### src/rtl/uart_tx_buffered_pkg.sv
// Shared UART definitions: FSM state encodings, default bit timing and
// FIFO sizing helpers used by the buffered transmitter (and the receiver).
package uart_tx_buffered_pkg;

    // Frame FSM states; encodings are fixed so the receiver can share them.
    typedef enum logic [1:0] {
        IDLE  = 2'd0,
        START = 2'd1,
        DATA  = 2'd2,
        STOP  = 2'd3
    } tx_state_t;

    // 100 MHz sysclk / 9600 baud, rounded; both UART directions use this.
    localparam int DEFAULT_CLKS_PER_BIT = 10417;
    localparam int DEFAULT_FIFO_DEPTH   = 16;
    localparam int DEFAULT_CNT_W        = 16;
    localparam int DATA_BITS            = 8;

    // Occupancy counter width: must represent 0..depth inclusive.
    function automatic int count_width(input int depth);
        return $clog2(depth) + 1;
    endfunction

endpackage

### src/rtl/uart_tx_buffered_if.sv
// CPU-side bus of the buffered UART transmitter: write strobe, enable,
// serial line and the status flags polled by the peripheral register.
interface uart_tx_buffered_if
    import uart_tx_buffered_pkg::*;
#(
    parameter int FIFO_DEPTH = DEFAULT_FIFO_DEPTH
);
    logic [7:0]                          writedata;
    logic                                send_trigger;
    logic                                send_enable;
    logic                                UART_TX;
    logic                                send_work_state;
    logic                                send_finish;
    logic                                fifo_full;
    logic                                fifo_empty;
    logic [count_width(FIFO_DEPTH)-1:0]  fifo_count;
    logic                                overflow;

    // Peripheral/CPU side: writes bytes, reads status.
    modport master (
        output writedata, send_trigger, send_enable,
        input  UART_TX, send_work_state, send_finish,
        input  fifo_full, fifo_empty, fifo_count, overflow
    );

    // Transmitter side.
    modport slave (
        input  writedata, send_trigger, send_enable,
        output UART_TX, send_work_state, send_finish,
        output fifo_full, fifo_empty, fifo_count, overflow
    );

endinterface

### src/rtl/uart_tx_buffered_sync_fifo.sv
// Byte-wide synchronous FIFO. The head entry is readable combinationally so
// the consumer can load it in the same cycle it pops. Callers guard push
// against full and pop against empty; the FIFO itself does not.
module uart_sync_fifo
    import uart_tx_buffered_pkg::*;
#(
    parameter int DEPTH = DEFAULT_FIFO_DEPTH
) (
    input  logic                          clk,
    input  logic                          reset,
    input  logic                          push,
    input  logic                          pop,
    input  logic [7:0]                    wdata,
    output logic [7:0]                    rdata,
    output logic                          full,
    output logic                          empty,
    output logic [count_width(DEPTH)-1:0] count
);
    localparam int PTR_W   = $clog2(DEPTH);
    localparam int COUNT_W = count_width(DEPTH);

    logic [7:0]       mem [DEPTH];
    logic [PTR_W-1:0] wr_ptr;
    logic [PTR_W-1:0] rd_ptr;

    // Storage array has no reset; stale entries are never read because
    // the occupancy count gates every pop.
    always_ff @(posedge clk) begin
        if (push) begin
            mem[wr_ptr] <= wdata;
        end
    end

    // Pointers wrap naturally because DEPTH is a power of two.
    always_ff @(posedge clk) begin
        if (reset) begin
            wr_ptr <= '0;
            rd_ptr <= '0;
            count  <= '0;
        end else begin
            if (push) begin
                wr_ptr <= wr_ptr + 1'b1;
            end
            if (pop) begin
                rd_ptr <= rd_ptr + 1'b1;
            end
            case ({push, pop})
                2'b10:   count <= count + 1'b1;
                2'b01:   count <= count - 1'b1;
                default: count <= count;
            endcase
        end
    end

    assign rdata = mem[rd_ptr];
    assign full  = (count == COUNT_W'(DEPTH));
    assign empty = (count == '0);

endmodule

### src/rtl/uart_tx_buffered.sv
// Buffered 8N1 UART transmitter: bytes written on the rising edge of
// send_trigger are queued in a FIFO and drained onto UART_TX one frame per
// byte (start, 8 data bits LSB first, stop). All outputs are registered and
// follow the FSM state by one cycle.
module uart_tx_buffered
    import uart_tx_buffered_pkg::*;
#(
    parameter int CLKS_PER_BIT = DEFAULT_CLKS_PER_BIT,
    parameter int FIFO_DEPTH   = DEFAULT_FIFO_DEPTH,
    parameter int CNT_W        = DEFAULT_CNT_W
) (
    input  logic               sysclk,
    input  logic               reset,
    uart_tx_buffered_if.slave  bus
);
    localparam int             COUNT_W   = count_width(FIFO_DEPTH);
    localparam logic [CNT_W-1:0] LAST_TICK = CNT_W'(CLKS_PER_BIT - 1);

    logic               trig_d;
    logic               push_req;
    logic               push;
    logic               pop;
    logic               bit_done;
    logic [7:0]         head;
    logic               full;
    logic               empty;
    logic [COUNT_W-1:0] count;
    logic               overflow_q;

    tx_state_t          state;
    logic [CNT_W-1:0]   baud_cnt;
    logic [2:0]         bit_idx;
    logic [7:0]         shift;
    logic               tx_q;
    logic               work_q;
    logic               finish_q;

    assign push_req = bus.send_trigger & ~trig_d;
    assign push     = push_req & ~full;
    assign bit_done = (baud_cnt == LAST_TICK);
    assign pop      = bus.send_enable & ~empty &
                      ((state == IDLE) | ((state == STOP) & bit_done));

    // Trigger history; cleared on reset so a trigger held through reset
    // is seen as a fresh edge.
    always_ff @(posedge sysclk) begin
        if (reset) begin
            trig_d <= 1'b0;
        end else begin
            trig_d <= bus.send_trigger;
        end
    end

    // Sticky record of any write dropped because the FIFO was full.
    always_ff @(posedge sysclk) begin
        if (reset) begin
            overflow_q <= 1'b0;
        end else if (push_req && full) begin
            overflow_q <= 1'b1;
        end
    end

    uart_sync_fifo #(
        .DEPTH (FIFO_DEPTH)
    ) u_fifo (
        .clk   (sysclk),
        .reset (reset),
        .push  (push),
        .pop   (pop),
        .wdata (bus.writedata),
        .rdata (head),
        .full  (full),
        .empty (empty),
        .count (count)
    );

    // Frame FSM: sequences start/data/stop bits and registers line and status outputs.
    always_ff @(posedge sysclk) begin
        if (reset) begin
            state    <= IDLE;
            baud_cnt <= '0;
            bit_idx  <= '0;
            shift    <= '0;
            tx_q     <= 1'b1;
            work_q   <= 1'b0;
            finish_q <= 1'b0;
        end else begin
            finish_q <= 1'b0;
            case (state)
                IDLE: begin
                    tx_q   <= 1'b1;
                    work_q <= 1'b0;
                    if (pop) begin
                        shift    <= head;
                        baud_cnt <= '0;
                        state    <= START;
                    end
                end
                START: begin
                    tx_q   <= 1'b0;
                    work_q <= 1'b1;
                    if (bit_done) begin
                        baud_cnt <= '0;
                        bit_idx  <= '0;
                        state    <= DATA;
                    end else begin
                        baud_cnt <= baud_cnt + 1'b1;
                    end
                end
                DATA: begin
                    tx_q   <= shift[0];
                    work_q <= 1'b1;
                    if (bit_done) begin
                        baud_cnt <= '0;
                        shift    <= {1'b0, shift[7:1]};
                        if (bit_idx == 3'd7) begin
                            state <= STOP;
                        end else begin
                            bit_idx <= bit_idx + 1'b1;
                        end
                    end else begin
                        baud_cnt <= baud_cnt + 1'b1;
                    end
                end
                STOP: begin
                    tx_q   <= 1'b1;
                    work_q <= 1'b1;
                    if (bit_done) begin
                        finish_q <= 1'b1;
                        baud_cnt <= '0;
                        if (pop) begin
                            shift <= head;
                            state <= START;
                        end else begin
                            state <= IDLE;
                        end
                    end else begin
                        baud_cnt <= baud_cnt + 1'b1;
                    end
                end
                default: begin
                    state <= IDLE;
                end
            endcase
        end
    end

    assign bus.UART_TX         = tx_q;
    assign bus.send_work_state = work_q;
    assign bus.send_finish     = finish_q;
    assign bus.fifo_full       = full;
    assign bus.fifo_empty      = empty;
    assign bus.fifo_count      = count;
    assign bus.overflow        = overflow_q;

endmodule
### src/flat_wrapper.sv
// flat-port wrapper written by rule: the top's interface ports become plain ports
module uart_tx_buffered_flat import uart_tx_buffered_pkg::*;
#(
    parameter int CLKS_PER_BIT = DEFAULT_CLKS_PER_BIT,
    parameter int FIFO_DEPTH   = DEFAULT_FIFO_DEPTH,
    parameter int CNT_W        = DEFAULT_CNT_W
)
  (sysclk, reset, bus_writedata, bus_send_trigger, bus_send_enable, bus_UART_TX, bus_send_work_state, bus_send_finish, bus_fifo_full, bus_fifo_empty, bus_fifo_count, bus_overflow);
  uart_tx_buffered_if #(.FIFO_DEPTH(FIFO_DEPTH)) bus_i ();
  input  logic sysclk;
  input  logic reset;
  input wire logic [$bits(bus_i.writedata)-1:0] bus_writedata;
  input wire logic [$bits(bus_i.send_trigger)-1:0] bus_send_trigger;
  input wire logic [$bits(bus_i.send_enable)-1:0] bus_send_enable;
  output wire logic [$bits(bus_i.UART_TX)-1:0] bus_UART_TX;
  output wire logic [$bits(bus_i.send_work_state)-1:0] bus_send_work_state;
  output wire logic [$bits(bus_i.send_finish)-1:0] bus_send_finish;
  output wire logic [$bits(bus_i.fifo_full)-1:0] bus_fifo_full;
  output wire logic [$bits(bus_i.fifo_empty)-1:0] bus_fifo_empty;
  output wire logic [$bits(bus_i.fifo_count)-1:0] bus_fifo_count;
  output wire logic [$bits(bus_i.overflow)-1:0] bus_overflow;
  assign bus_i.writedata = bus_writedata;
  assign bus_i.send_trigger = bus_send_trigger;
  assign bus_i.send_enable = bus_send_enable;
  assign bus_UART_TX = bus_i.UART_TX;
  assign bus_send_work_state = bus_i.send_work_state;
  assign bus_send_finish = bus_i.send_finish;
  assign bus_fifo_full = bus_i.fifo_full;
  assign bus_fifo_empty = bus_i.fifo_empty;
  assign bus_fifo_count = bus_i.fifo_count;
  assign bus_overflow = bus_i.overflow;
  uart_tx_buffered #(.CLKS_PER_BIT(CLKS_PER_BIT), .FIFO_DEPTH(FIFO_DEPTH), .CNT_W(CNT_W)) u_core (.sysclk(sysclk), .reset(reset), .bus(bus_i));
endmodule
### config.mk
export PLATFORM = sky130hd
export DESIGN_NAME = uart_tx_buffered_flat
export DESIGN_NICKNAME = d
export VERILOG_FILES = /design/src/rtl/uart_tx_buffered_pkg.sv /design/src/rtl/uart_tx_buffered_if.sv /design/src/rtl/uart_tx_buffered_sync_fifo.sv /design/src/rtl/uart_tx_buffered.sv /design/src/flat_wrapper.sv
export SDC_FILE = /design/constraint.sdc
export NUM_CORES = 1
export LEC_CHECK = 0
export CORE_MARGIN = 2
export CORE_UTILIZATION = 55
export DETAILED_ROUTE_END_ITERATION = 7
export PLACE_DENSITY = 0.84
export SKIP_CTS_REPAIR_TIMING = 1
export SLEW_MARGIN = 20
export SYNTH_ARGS = -nofsm -noshare
export SYNTH_HDL_FRONTEND = slang
export SYNTH_SLANG_ARGS = --single-unit
### constraint.sdc
create_clock -name sysclk -period 3 [get_ports sysclk]
set_input_delay 0.6 -clock sysclk [delete_from_list [all_inputs] [get_ports sysclk]]
set_output_delay 0.6 -clock sysclk [all_outputs]
set_load 0.01 [all_outputs]
Word-level counts from Yosys, hierarchy flattened

Memory sizes are Yosys's and may differ from the RTL's. A register that Yosys moved wholly into a read port is not among the register bits.
Index checks and enable logic that the tools add are counted.

Register bits: 47
Latch bits: 0
RAM bits: 128
Bits in read-only memories: 0
Bits of input ports: 12
Output and inout bits: 11
Logic and storage cells: 81
Memories kept: 1

Add/subtract/negate cells: 6
Multipliers: 0
Div/mod/pow operators: 0
Order comparisons: 0
Equal/unequal tests: 14
Shift-type cells: 0
Multiplexer cells: 26
Bitwise logic cells: 10
Reduce and logical (&&, ||, !) cells: 12

Memories:

| name              | depth | width | read ports | clocked after Yosys merged registers in | wr ports | RTL line                         | text |
|---|---|---|---|---|---|---|---|
| u_core.u_fifo.mem | 16    | 8     | 1          | 1                                       | 1        | uart_tx_buffered_sync_fifo.sv:22 | `logic [7:0] mem [DEPTH];` |

Operators by type and width:

| cell                                                                     | count |
|---|---|
| 16-bit 2-to-1 mux                                                        | 2 |
| 16-bit case mux with 2 select lines                                      | 1 |
| 8-bit 2-to-1 mux                                                         | 3 |
| 8-bit case mux with 3 select lines                                       | 1 |
| 16-bit by 1-bit adder with 16-bit output (second input constant)         | 1 |
| 16-bit by 14-bit equality test with 1-bit output (second input constant) | 1 |
| 2-bit 2-to-1 mux                                                         | 5 |
| 5-bit case mux with 2 select lines                                       | 1 |
| 3-bit 2-to-1 mux                                                         | 3 |
| 4-bit by 1-bit adder with 4-bit output (second input constant)           | 2 |
| 4-bit 2-to-1 mux                                                         | 2 |
| 2-bit by 1-bit inequality test with 1-bit output (second input constant) | 4 |
| 2-bit case mux with 4 select lines                                       | 1 |
| 2-bit equality test (second input constant)                              | 3 |
| 3-bit case mux with 2 select lines                                       | 1 |
| 5-bit by 1-bit adder with 5-bit output (second input constant)           | 1 |
| 1-bit bitwise AND                                                        | 5 |
| 5-bit equality test (second input constant)                              | 1 |
| 5-bit logical NOT                                                        | 1 |
| 5-bit AND reduction                                                      | 1 |
| 5-bit by 1-bit subtractor with 5-bit output (second input constant)      | 1 |
| 2-bit by 1-bit equality test with 1-bit output (second input constant)   | 2 |
| 1-bit 2-to-1 mux                                                         | 4 |
| 2-bit inequality test (second input constant)                            | 2 |
| 14 further kinds                                                         | 19 |

Depth between registers and ports, before layout

Gate-level depths: netlist of the first run.

Depth in word-level cells: 7
Depth in mapped cells: 15
Mapped depth without buffers: 13

Modules after synthesis

A second synthesis of the first run with hierarchy kept.

Cell total of the unflattened synthesis: 543
Area total of the unflattened synthesis: 7751.2 um^2

Modules (own cells, without submodules):

| module           | times used | cells each | area each (um^2) |
|---|---|---|---|
| uart_sync_fifo   | 1          | 314        | 5861.9 |
| uart_tx_buffered | 1          | 229        | 1889.3 |

Worst setup path after synthesis of the first run

Ideal clock, no wire load.

Path type: reg2reg
Start point: reg u_core.u_fifo.count[1]
End point: reg u_core.u_fifo.count[4]
Setup time: 78 ps
Arrival time: 3047 ps
Data required time: 2922 ps
Path slack: -125 ps
Cell stages (with the launch flop): 16
Buffers on the path: 3
Path through: dfxtp_1 buf_6 or4_4 nor2_1 nor2b_1 buf_2 inv_1 ha_1 buf_1 xor2_1 ha_1 nor2b_1 o21ai_0 a21oi_1 o31a_1 nor3_1

Elaborated cells on any way between the ends: 13

RTL lines:

| item                                                                                         | RTL line                         | text |
|---|---|---|
| from (decl)                                                                                  | uart_tx_buffered_sync_fifo.sv:17 | `output logic [count_width(DEPTH)-1:0] count` |
| from (signal assigned)                                                                       | uart_tx_buffered_sync_fifo.sv:48 | `2'b10: count <= count + 1'b1;` |
| from (signal assigned)                                                                       | uart_tx_buffered_sync_fifo.sv:49 | `2'b01: count <= count - 1'b1;` |
| from (signal assigned)                                                                       | uart_tx_buffered_sync_fifo.sv:50 | `default: count <= count;` |
| 5-bit equality test (*)                                                                      | uart_tx_buffered_sync_fifo.sv:56 | `assign full = (count == COUNT_W'(DEPTH));` |
| via bus_fifo_full                                                                            | flat_wrapper.sv:18               | `output wire logic [$bits(bus_i.fifo_full)-1:0] bus_fifo_full;` |
| 1-bit NOT (*)                                                                                | uart_tx_buffered.sv:39           | `assign push = push_req & ~full;` |
| 1-bit bitwise AND (*)                                                                        | uart_tx_buffered.sv:39           |  |
| 2-bit by 1-bit equality test with 1-bit output / 2-bit equality test (equally long branches) | uart_tx_buffered_sync_fifo.sv:47 | `case ({push, pop})` |
| 5-bit case mux with 2 select lines / 2-bit nonzero test (equally long branches)              | --                               |  |

The timed path passes the listed nets; every way through them passes the cells marked *.
A chain may end at the register's enable or synchronous reset.

Final worst setup path of the first run

Start point: reg u_core.state[1]
End point: reg u_core.u_fifo.count[4]

Cells in the longest elaborated chain, start to end: 6
Elaborated cells on any way between the ends: 9

Ends and longest elaborated chain:

| item                                                                                         | RTL line                         | text |
|---|---|---|
| from (decl)                                                                                  | uart_tx_buffered.sv:30           | `tx_state_t state;` |
| from (signal assigned)                                                                       | uart_tx_buffered.sv:80           | `state <= IDLE;` |
| from (signal assigned)                                                                       | uart_tx_buffered.sv:96           | `state <= START;` |
| from (signal assigned)                                                                       | uart_tx_buffered.sv:105          | `state <= DATA;` |
| 2-bit equality test                                                                          | uart_tx_buffered.sv:42           | `((state == IDLE) \| ((state == STOP) & bit_done));` |
| 1-bit bitwise AND                                                                            | uart_tx_buffered.sv:42           |  |
| 1-bit OR (*)                                                                                 | uart_tx_buffered.sv:42           |  |
| 1-bit bitwise AND (*)                                                                        | uart_tx_buffered.sv:41           | `assign pop = bus.send_enable & ~empty &` |
| via u_core.pop                                                                               | uart_tx_buffered.sv:22           | `logic pop;` |
| 2-bit by 1-bit equality test with 1-bit output / 2-bit equality test (equally long branches) | uart_tx_buffered_sync_fifo.sv:47 |  |
| 5-bit case mux with 2 select lines / 2-bit nonzero test (equally long branches)              | --                               |  |

Marks and branches as above.

==> flow_summary_export.csv, run 1 <==
group,metric,value,unit
run_status,status,"finished, final reports clean",
floorplan,die_w,122.5,µm
synthesis,synth-edff-count,128,
power_and_ir_drop,p_switching,2.166,mW
power_and_ir_drop,total_power,6.946,mW
setup_path,cpPeakStageDelay,0.41,ns
route,drt_iter0_markers,497,
global_routing,overflow,0,
setup_path,end_kind,"flip-flop",
cells_and_area,drive_gt1_share,20.39,%
floorplan,io_pins,23,
global_routing,grt_max_degree,32,
synthesis,synth-seq-cells,179,
clock_network,tritoncts,"done",
setup_path,startpoint_type,"flip-flop",
floorplan,rows,43,
floorplan,die_area,0.01501,mm²
power_and_ir_drop,p_clk_share,32.2,%
global_routing,grt_usage,22.39,%
run,max_cap_viol_count,0,
power_and_ir_drop,p_leak,2.919,nW
placement,place.gp.congestion,0.8324,
synthesis,async_flop_share,0,%
setup_path,crit_path_cell_trace,"ha_1, nor4b_2, nand4_1, a21oi_2, ha_2, xor2_1, ha_2, nor2b_1, o21ai_0, a21oi_1, nor4_2, nor3_1",
synthesis,syn_area,0.007725,mm²
synthesis,synth-seq-area-share,62.97,%
cells_and_area,final_net_count,634,
route,wire_per_inst,19.72,µm
placement,port_buffers,22,
clock_network,clk_latency,0.43,ns
cells_and_area,final_cell_mix,"128 x edfxtp_1, 54 x nor2_1, 49 x dfxtp_1",
route,ant_nets,0,
cells_and_area,num_antenna_cells,0,
power_and_ir_drop,p_int,4.780,mW
synthesis,synth_top_flop_cell,"edfxtp_1",
clock_network,cts_root_buffer,"clkbuf_16",
setup_path,worstSetupPathType,"reg -> reg",
route,viasPerCell,6.108,
floorplan,die_h,122.5,µm
synthesis,yosysUniqueCellTypes,64,
setup_path,crit_slowest_cell,"dfxtp_1",
route,drc,0,
cells_and_area,area_growth_syn_to_layout,15.31,%
setup_path,cp_top_family,"simple AND/OR/NAND/NOR gates",
synthesis,ys_warn_count,0,
route,drt-total-wl,15.73,mm
clock_network,path_clk_slew,0.07,ns
power_and_ir_drop,swShare,31.19,%
timing,max_freq,350.0,MHz
setup_path,startpoint,"u_core.state[1]",
timing,max_slew.worst_pin.slew,0.8252,ns
timing,slew_violations,0,
cells_and_area,final_cell_area,0.008907,mm²
route,vias,4874,
clock_network,cts_buffers,17,
synthesis,synth_nets,588,
power_and_ir_drop,power.density,779.8,mW/mm²
synthesis,syn_avg_cell_area,13.82,µm²
clock_network,cts-htree-levels,4,
cells_and_area,fillers,946,
timing,fin_skew,0.009177,ns
floorplan,core_area,0.01377,mm²
timing,timing.final.ws_setup,0.1425,ns
placement,hpwl,10.26,mm
timing,finalSetupViolCount,0,
power_and_ir_drop,seq_power_share,42.2,%
setup_path,rr_startpoint,"u_core.state[1]",
clock_network,clockBufferDepth,2,
setup_path,worstPathArrival,3.15,ns
min_path,hp-class,"reg -> reg",
power_and_ir_drop,ir_drop,0.8729,mV
cells_and_area,final_common_cell,"edfxtp_1",
setup_path,crit_path_max_fanout,6,
placement,post_dp_cell_area,0.008279,mm²
clock_network,cts.sinks,179,
timing,min_period_over_period,95.25,%
global_routing,grt_first_pass_wirelength,24.96,mm
setup_path,crit_buf_inv,0,
timing,fin_crit,2.858,ns
placement,place_ws,-0.02149,ns
synthesis,syn_inst,559,
route,firstDrtPassIters,7,
power_and_ir_drop,power_frac_comb,25.6,%
min_path,hp-start,"u_core.bit_idx[2]",
setup_path,crit_top_cell,"ha_2",
global_routing,antenna_found_initial,0,
timing,max-slew-margin-rel,44.91,%
setup_path,crit_required,3.29,ns
timing,hold_viol_final,0,
global_routing,grt_pass1_vias,4683,
floorplan,initial_core_util,56.09,%
==> logic make-up after synthesis <==
group | after synthesis | share of synthesized area [%]
flops | 179 | 62.97
simple gates | 176 | 11.50
compound gates | 85 | 7.726
buf+inv | 47 | 2.851
mux | 47 | 11.29
fa+ha+maj | 17 | 2.753
xor+xnor | 8 | 0.9071
==> synthesized netlist by cell type, types with 3 or more instances <==
cell / n / share of area, %
a2111oi_0: 3 / 0.34
a211oi_1: 7 / 0.68
a21oi_1: 19 / 1.2
a311oi_1: 8 / 0.91
a31oi_1: 3 / 0.24
a32o_1: 5 / 0.65
buf_1: 4 / 0.19
buf_2: 11 / 0.71
buf_6: 3 / 0.44
clkbuf_1: 13 / 0.63
dfxtp_1: 51 / 13
edfxtp_1: 128 / 50
ha_1: 17 / 2.8
inv_1: 13 / 0.63
mux2i_1: 14 / 1.8
mux4_2: 32 / 9.3
nand2_1: 39 / 1.9
nand2b_1: 6 / 0.49
nand3_1: 12 / 0.78
nand4_1: 8 / 0.65
nand4b_1: 3 / 0.34
nor2_1: 55 / 2.7
nor2b_1: 15 / 1.2
nor3_1: 15 / 0.97
nor4_1: 5 / 0.40
o211ai_1: 3 / 0.29
o21ai_0: 18 / 1.2
xor2_1: 6 / 0.68
==> registers in the layout (all words and copies together), names as in the netlist, named ones only <==
register,count
u_core.u_fifo.wr_ptr,4
u_core.bus.send_finish,1
u_core.bus.UART_TX,1
u_core.bus.overflow,1
u_core.baud_cnt,16
u_core.bus.send_work_state,1
u_core.state,2
u_core.u_fifo.rd_ptr,4
u_core.trig_d,1
u_core.bit_idx,3
u_core.shift,8
u_core.u_fifo.mem,128
u_core.u_fifo.count,5
==> layer usage <==
metal	global-route usage [%]	vias to the layer above	part of all wire, %
li1	-	2227	-
met1	28.36	2408	41
met2	37.64	211	51
met3	6.180	28	6.1
met4	6.968	0	1.8
met5	0	-	0
==> final timing paths <==
path,endpoint,cells after the start,slack (ns)
max,u_core.u_fifo.count[4],12,0.14
min,u_core.bit_idx[2],2,0.47
max reg2reg,u_core.u_fifo.count[4],12,0.14
min reg2reg,u_core.bit_idx[2],2,0.47
==> cell type report <==
cell class	instances	area, µm²	share of cell area [%]
multi-input combinational	333	2654	29.79
sequential	179	4867	54.64
clock buffer	17	425.4	4.776
clock inverter	15	182.7	2.051
timing repair buffer	60	500.5	5.619
tap	180	225.2	2.528
inverter	14	52.55	0.5900
==> power by group through the flow <==
stage	logic [mW]	clock network, mW	registers [mW]
2_1_floorplan	1.22	0	2.95
3_3_place_gp	1.64	0	2.97
3_5_place_dp	1.73	0	2.98
4_1_cts	1.75	2.26	2.93
5_1_grt	1.93	2.37	2.95
6_report	1.78	2.24	2.93
==> tightest hold or removal path: cells and delay by family, from the launching register on <==
family	cells	cell delay [ns]
and+or+nand+nor	1	0.05
AOI/OAI and AO/OA	1	0.05
DFF	1	0.32
==> stage by stage <==
| stage | hold WS (ns) | utilization, % | instances | TNS [ns] |
|---|---|---|---|---|
| floorplan | 0.4356 | - | 559 | 0 |
| global placement | 0.4429 | 60.11 | 765 | 0 |
| detailed placement | 0.4613 | 60.11 | 765 | -0.02149 |
| CTS | 0.4700 | 64.53 | 797 | 0 |
| global route | 0.4937 | 64.67 | 798 | -0.003640 |
| finish | 0.4664 | 64.67 | 798 | 0 |
(Power assumes the default switching activity.)
==> run 2: changes to the inputs <==
- CORE_ASPECT_RATIO: unset -> 1.25
==> flow_summary_export.csv, run 2 (synthesis results as in run 1) <==
group,metric,value,unit
clock_network,cts_root_buffer,"clkbuf_16",
setup_path,cp_top_family,"simple AND/OR/NAND/NOR gates",
run,max_cap_viol_count,0,
setup_path,crit_top_cell,"ha_1",
setup_path,crit_path_cell_trace,"ha_1, nor4b_2, nand4_1, a21oi_2, ha_2, xor2_1, ha_1, nor2b_1, o21ai_0, a21oi_1, nor4_1, nor3_1",
setup_path,end_kind,"flip-flop",
floorplan,die_area,0.01502,mm²
route,firstDrtPassIters,5,
global_routing,grt_usage,23.84,%
power_and_ir_drop,ir_drop,0.5848,mV
min_path,hp-class,"reg -> reg",
min_path,min_to,"u_core.bit_idx[1]",
clock_network,path_clk_slew,0.07,ns
setup_path,cpPeakStageDelay,0.41,ns
cells_and_area,largest-register,"u_core.u_fifo.mem",
cells_and_area,final_common_cell,"edfxtp_1",
min_path,worstHoldPathCells,2,
timing,fin_skew,0.008497,ns
timing,max_freq,371.6,MHz
clock_network,clk_latency,0.43,ns
timing,fin_crit,2.691,ns
setup_path,worstReg2RegEnd,"u_core.u_fifo.count[4]",
global_routing,antenna_found_initial,0,
power_and_ir_drop,total_power,6.803,mW
placement,place_ws,-0.03192,ns
cells_and_area,final_cell_mix,"128 x edfxtp_1, 54 x nor2_1, 49 x dfxtp_1",
placement,port_buffers,22,
cells_and_area,num_antenna_cells,0,
clock_network,tritoncts,"done",
clock_network,clockBufferDepth,2,
timing,max-slew-margin-rel,34.38,%
route,drc,0,
setup_path,crit_buf_inv,0,
run_status,status,"finished, final reports clean",
clock_network,cts.sinks,179,
global_routing,grt_first_pass_wirelength,26.06,mm
setup_path,worstSetupPathType,"reg -> reg",
timing,slew_violations,0,
placement,hpwl,10.54,mm
setup_path,crit_path_max_fanout,8,
setup_path,crit_required,3.28,ns
placement,place.gp.congestion,0.8463,
timing,finalSetupViolCount,0,
route,viasPerCell,6.177,
floorplan,die_w,110,µm
route,ant_nets,0,
setup_path,rr_startpoint,"u_core.state[1]",
route,wire_per_inst,20.77,µm
route,vias,4874,
timing,hold_viol_final,0,
cells_and_area,largest_register_ffs,128,
timing,max_slew.worst_pin.slew,0.9844,ns
clock_network,cts-htree-levels,4,
cells_and_area,drive_gt1_share,19.38,%
floorplan,die_h,136.5,µm
setup_path,worstPathArrival,2.97,ns
cells_and_area,fillers,966,
route,drt-total-wl,16.39,mm
timing,rsz0062_at_grt,"no",
setup_path,crit_slowest_cell,"dfxtp_1",
floorplan,io_pins,23,
floorplan,core_area,0.01375,mm²
min_path,hp-start,"u_core.bit_idx[1]",
global_routing,grt_pass1_vias,5000,
power_and_ir_drop,p_leak,2.880,nW
global_routing,grt_max_degree,55,
route,drt_iter0_markers,441,
power_and_ir_drop,power.density,771.5,mW/mm²
floorplan,rows,48,
cells_and_area,reg.largest.list,"u_core.u_fifo.mem: 128 flops, u_core.baud_cnt: 16 flops, u_core.shift: 8 flops",
cells_and_area,final_net_count,631,
timing,timing.final.ws_setup,0.3086,ns
global_routing,overflow,0,
clock_network,cts_buffers,17,
cells_and_area,fin_util,64.12,%
floorplan,initial_core_util,56.17,%
cells_and_area,area_growth_syn_to_layout,14.16,%
setup_path,reg2reg_depth,12,
setup_path,rrSetupSlack,0.31,ns
setup_path,startpoint_type,"flip-flop",
timing,hold_ws,0.4741,ns
timing,min_period_over_period,89.71,%
-- run 2: area by class of cell --
cell class	count	area [µm²]	area share, %
tap	175	219.0	2.483
sequential	179	4867	55.19
inverter	14	52.55	0.5959
clock buffer	18	429.2	4.867
timing repair buffer	57	478.0	5.420
clock inverter	13	127.6	1.447
multi-input combinational	333	2645	29.99
-- run 2: report_power, final --
part / switching, mW / leakage, nW / internal (mW)
Combinational: 1.00 / 1.05 / 0.796
Clock: 0.935 / 0.266 / 1.15
Sequential: 0.123 / 1.57 / 2.80
Total: 2.06 / 2.88 / 4.74
-- run 2: worst max path at each step --
| stage | from | to | slack [ns] | cells after the start |
|---|---|---|---|---|
| 2_1_floorplan | u_core.u_fifo.count[1] | u_core.u_fifo.count[4] | 0.05 | 15 |
| 3_3_place_gp | bus_send_trigger | u_core.u_fifo.count[4] | 0.1 | 11 |
| 3_5_place_dp | bus_send_trigger | u_core.u_fifo.count[4] | -0.03 | 11 |
| 4_1_cts | u_core.state[0] | u_core.u_fifo.count[4] | 0.20 | 12 |
| 5_1_grt | u_core.state[1] | u_core.u_fifo.count[4] | 0.07 | 12 |
| 6_report | u_core.state[1] | u_core.u_fifo.count[4] | 0.31 | 12 |
-- run 2: tightest hold or removal path, stage by stage (launching register included) --
cell,delay [ns]
dfxtp_1,0.32
nand2_1,0.06
a21oi_1,0.05
-- run 2: routing by layer --
layer | share of wire, % | wire length (µm) | vias to the layer above | track usage [%]
met5 | 0 | 0 | - | 0
met4 | 3.8 | 618 | 0 | 12.31
met3 | 4.9 | 796 | 47 | 4.143
met2 | 54 | 8823 | 186 | 41.99
met1 | 38 | 6153 | 2427 | 27.51
li1 | - | - | 2214 | -
-- run 2: metrics by stage --
| step | setup TNS, ns | cells | area (µm²) |
|---|---|---|---|
| floorplan | 0 | 559 | 7729 |
| global placement | 0 | 758 | 8258 |
| detailed placement | -0.03192 | 758 | 8258 |
| CTS | 0 | 789 | 8815 |
| global route | 0 | 789 | 8818 |
| finish | 0 | 789 | 8818 |
==> run 3: changes to the inputs <==
- CORE_UTILIZATION: 55 -> 57
- DONT_BUFFER_PORTS: unset -> 1
==> flow_summary_export.csv, run 3 (synthesis results as in run 1) <==
group,metric,value,unit
global_routing,overflow,0,
setup_path,crit_required,3.38,ns
cells_and_area,final_cell_mix,"128 x edfxtp_1, 54 x nor2_1, 49 x dfxtp_1",
setup_path,end_kind,"flip-flop",
timing,slew_violations,0,
clock_network,path_clk_slew,0.07,ns
power_and_ir_drop,power_frac_comb,23.8,%
setup_path,crit_path_max_fanout,7,
cells_and_area,area_growth_syn_to_layout,11.05,%
floorplan,die_area,0.01451,mm²
placement,place.gp.congestion,0.8250,
route,drc,0,
timing,min_period_over_period,93.12,%
route,drt_iter0_markers,695,
clock_network,cts.sinks,179,
cells_and_area,final_common_cell,"edfxtp_1",
global_routing,grt_first_pass_wirelength,24.66,mm
timing,max-slew-margin-rel,54.56,%
placement,place_ws,0.1011,ns
floorplan,rows,47,
timing,max_freq,357.9,MHz
cells_and_area,final_net_count,604,
timing,rsz0062_at_grt,"no",
global_routing,antenna_found_initial,0,
route,viasPerCell,6.221,
placement,hpwl,10.17,mm
power_and_ir_drop,seq_power_share,44.5,%
route,ant_nets,0,
route,vias,4722,
setup_path,cp_top_family,"compound AO/OA/AOI/OAI gates",
power_and_ir_drop,ir_drop,0.6232,mV
setup_path,crit_path_cell_trace,"or4_4, o21ai_4, a21oi_2, ha_2, ha_1, inv_1, a2111oi_0, a21bo_2, nand3_1",
setup_path,startpoint_type,"flip-flop",
setup_path,crit_buf_inv,1,
floorplan,io_pins,23,
cells_and_area,largest_register_ffs,128,
power_and_ir_drop,swShare,30.02,%
route,firstDrtPassIters,5,
placement,port_buffers,0,
setup_path,cpPeakStageDelay,0.60,ns
setup_path,crit_slowest_cell,"or4_4",
cells_and_area,fin_util,64.83,%
power_and_ir_drop,p_int,4.612,mW
floorplan,core_area,0.01323,mm²
setup_path,worstSetupPathType,"reg -> reg",
route,drt-total-wl,15.40,mm
clock_network,cts-htree-levels,4,
power_and_ir_drop,p_leak,2.774,nW
global_routing,grt_max_degree,55,
timing,finalSetupViolCount,0,
setup_path,worstPathArrival,3.17,ns
clock_network,cts_root_buffer,"clkbuf_16",
clock_network,clockBufferDepth,2,
cells_and_area,drive_gt1_share,19.90,%
timing,max_slew.worst_pin.slew,0.6807,ns
clock_network,cts_buffers,17,
clock_network,clk_latency,0.43,ns
power_and_ir_drop,p_clk_share,31.7,%
route,wire_per_inst,20.29,µm
global_routing,grt_usage,23.03,%
global_routing,grt_pass1_vias,4831,
cells_and_area,largest-register,"u_core.u_fifo.mem",
floorplan,die_w,108.1,µm
power_and_ir_drop,power.density,768.2,mW/mm²
power_and_ir_drop,p_switching,1.978,mW
floorplan,die_h,134.2,µm
clock_network,tritoncts,"done",
timing,finalSetupTns,0,ns
floorplan,initial_core_util,58.38,%
min_path,hp-class,"in -> reg",
cells_and_area,num_antenna_cells,0,
timing,fin_crit,2.794,ns
cells_and_area,reg.largest.list,"u_core.u_fifo.mem: 128 flops, u_core.baud_cnt: 16 flops, u_core.shift: 8 flops",
timing,hold_viol_final,0,
run_status,status,"finished, final reports clean",
run,max_cap_viol_count,0,
timing,timing.final.ws_setup,0.2063,ns
timing,fin_skew,0.008539,ns
==> run 3: worst paths after layout <==
path                               start                     end  cells past startpoint  slack [ns]
setup / recovery  u_core.u_fifo.count[3]  u_core.u_fifo.count[3]                      9        0.21
hold / removal                     reset           u_core.trig_d                      1        0.23
setup reg to reg  u_core.u_fifo.count[3]  u_core.u_fifo.count[3]                      9        0.21
hold reg to reg        u_core.bit_idx[2]       u_core.bit_idx[2]                      2        0.47
==> run 3: metal layers <==
metal	GRT usage (%)	vias to the layer above	share of wire, %	wire, µm
met1	26.87	2392	38	5925
li1	-	2162	-	-
met2	41.26	148	55	8506
met4	7.265	0	1.5	227
met5	0	-	0	0
met3	6.025	20	4.8	740
==> run 3: layout make-up <==
| class | count | area [µm²] |
|---|---|---|
| repair buffers | 30 | 237.7 |
| clock buffers | 18 | 429.2 |
| clock inverters | 14 | 127.6 |
| inverters | 14 | 52.55 |
| fillers | 939 | 4653 |
| flip-flops and latches | 179 | 4867 |
| multi-input cells | 333 | 2650 |
| well taps | 171 | 214.0 |
==> run 3: stage by stage <==
step                      instance area, µm²  hold WS [ns]  power (mW)  instances
after floorplan                         7729        0.4356       4.176        559
after global placement                  8013        0.4353       4.439        727
after detailed placement                8013        0.4579       4.521        727
after CTS                               8569        0.2221       6.593        759
after global routing                    8578        0.2123       6.876        759
final                                   8578        0.2270       6.590        759
==> run 3: power by group through the flow <==
stage               clock network, mW  registers (mW)  logic (mW)
CTS                              2.11            2.93        1.55
global route                     2.21            2.95        1.72
detailed placement                  0            2.98        1.54
global placement                    0            2.97        1.47
floorplan                           0            2.95        1.22
finish                           2.09            2.93        1.57
==> run 3: worst reg2reg max path, cell delays in order (launching register included) <==
cell and delay [ns]:
dfxtp_1 0.38, or4_4 0.60, o21ai_4 0.22, a21oi_2 0.07, ha_2 0.24, ha_1 0.36
inv_1 0.08, a2111oi_0 0.45, a21bo_2 0.28, nand3_1 0.06
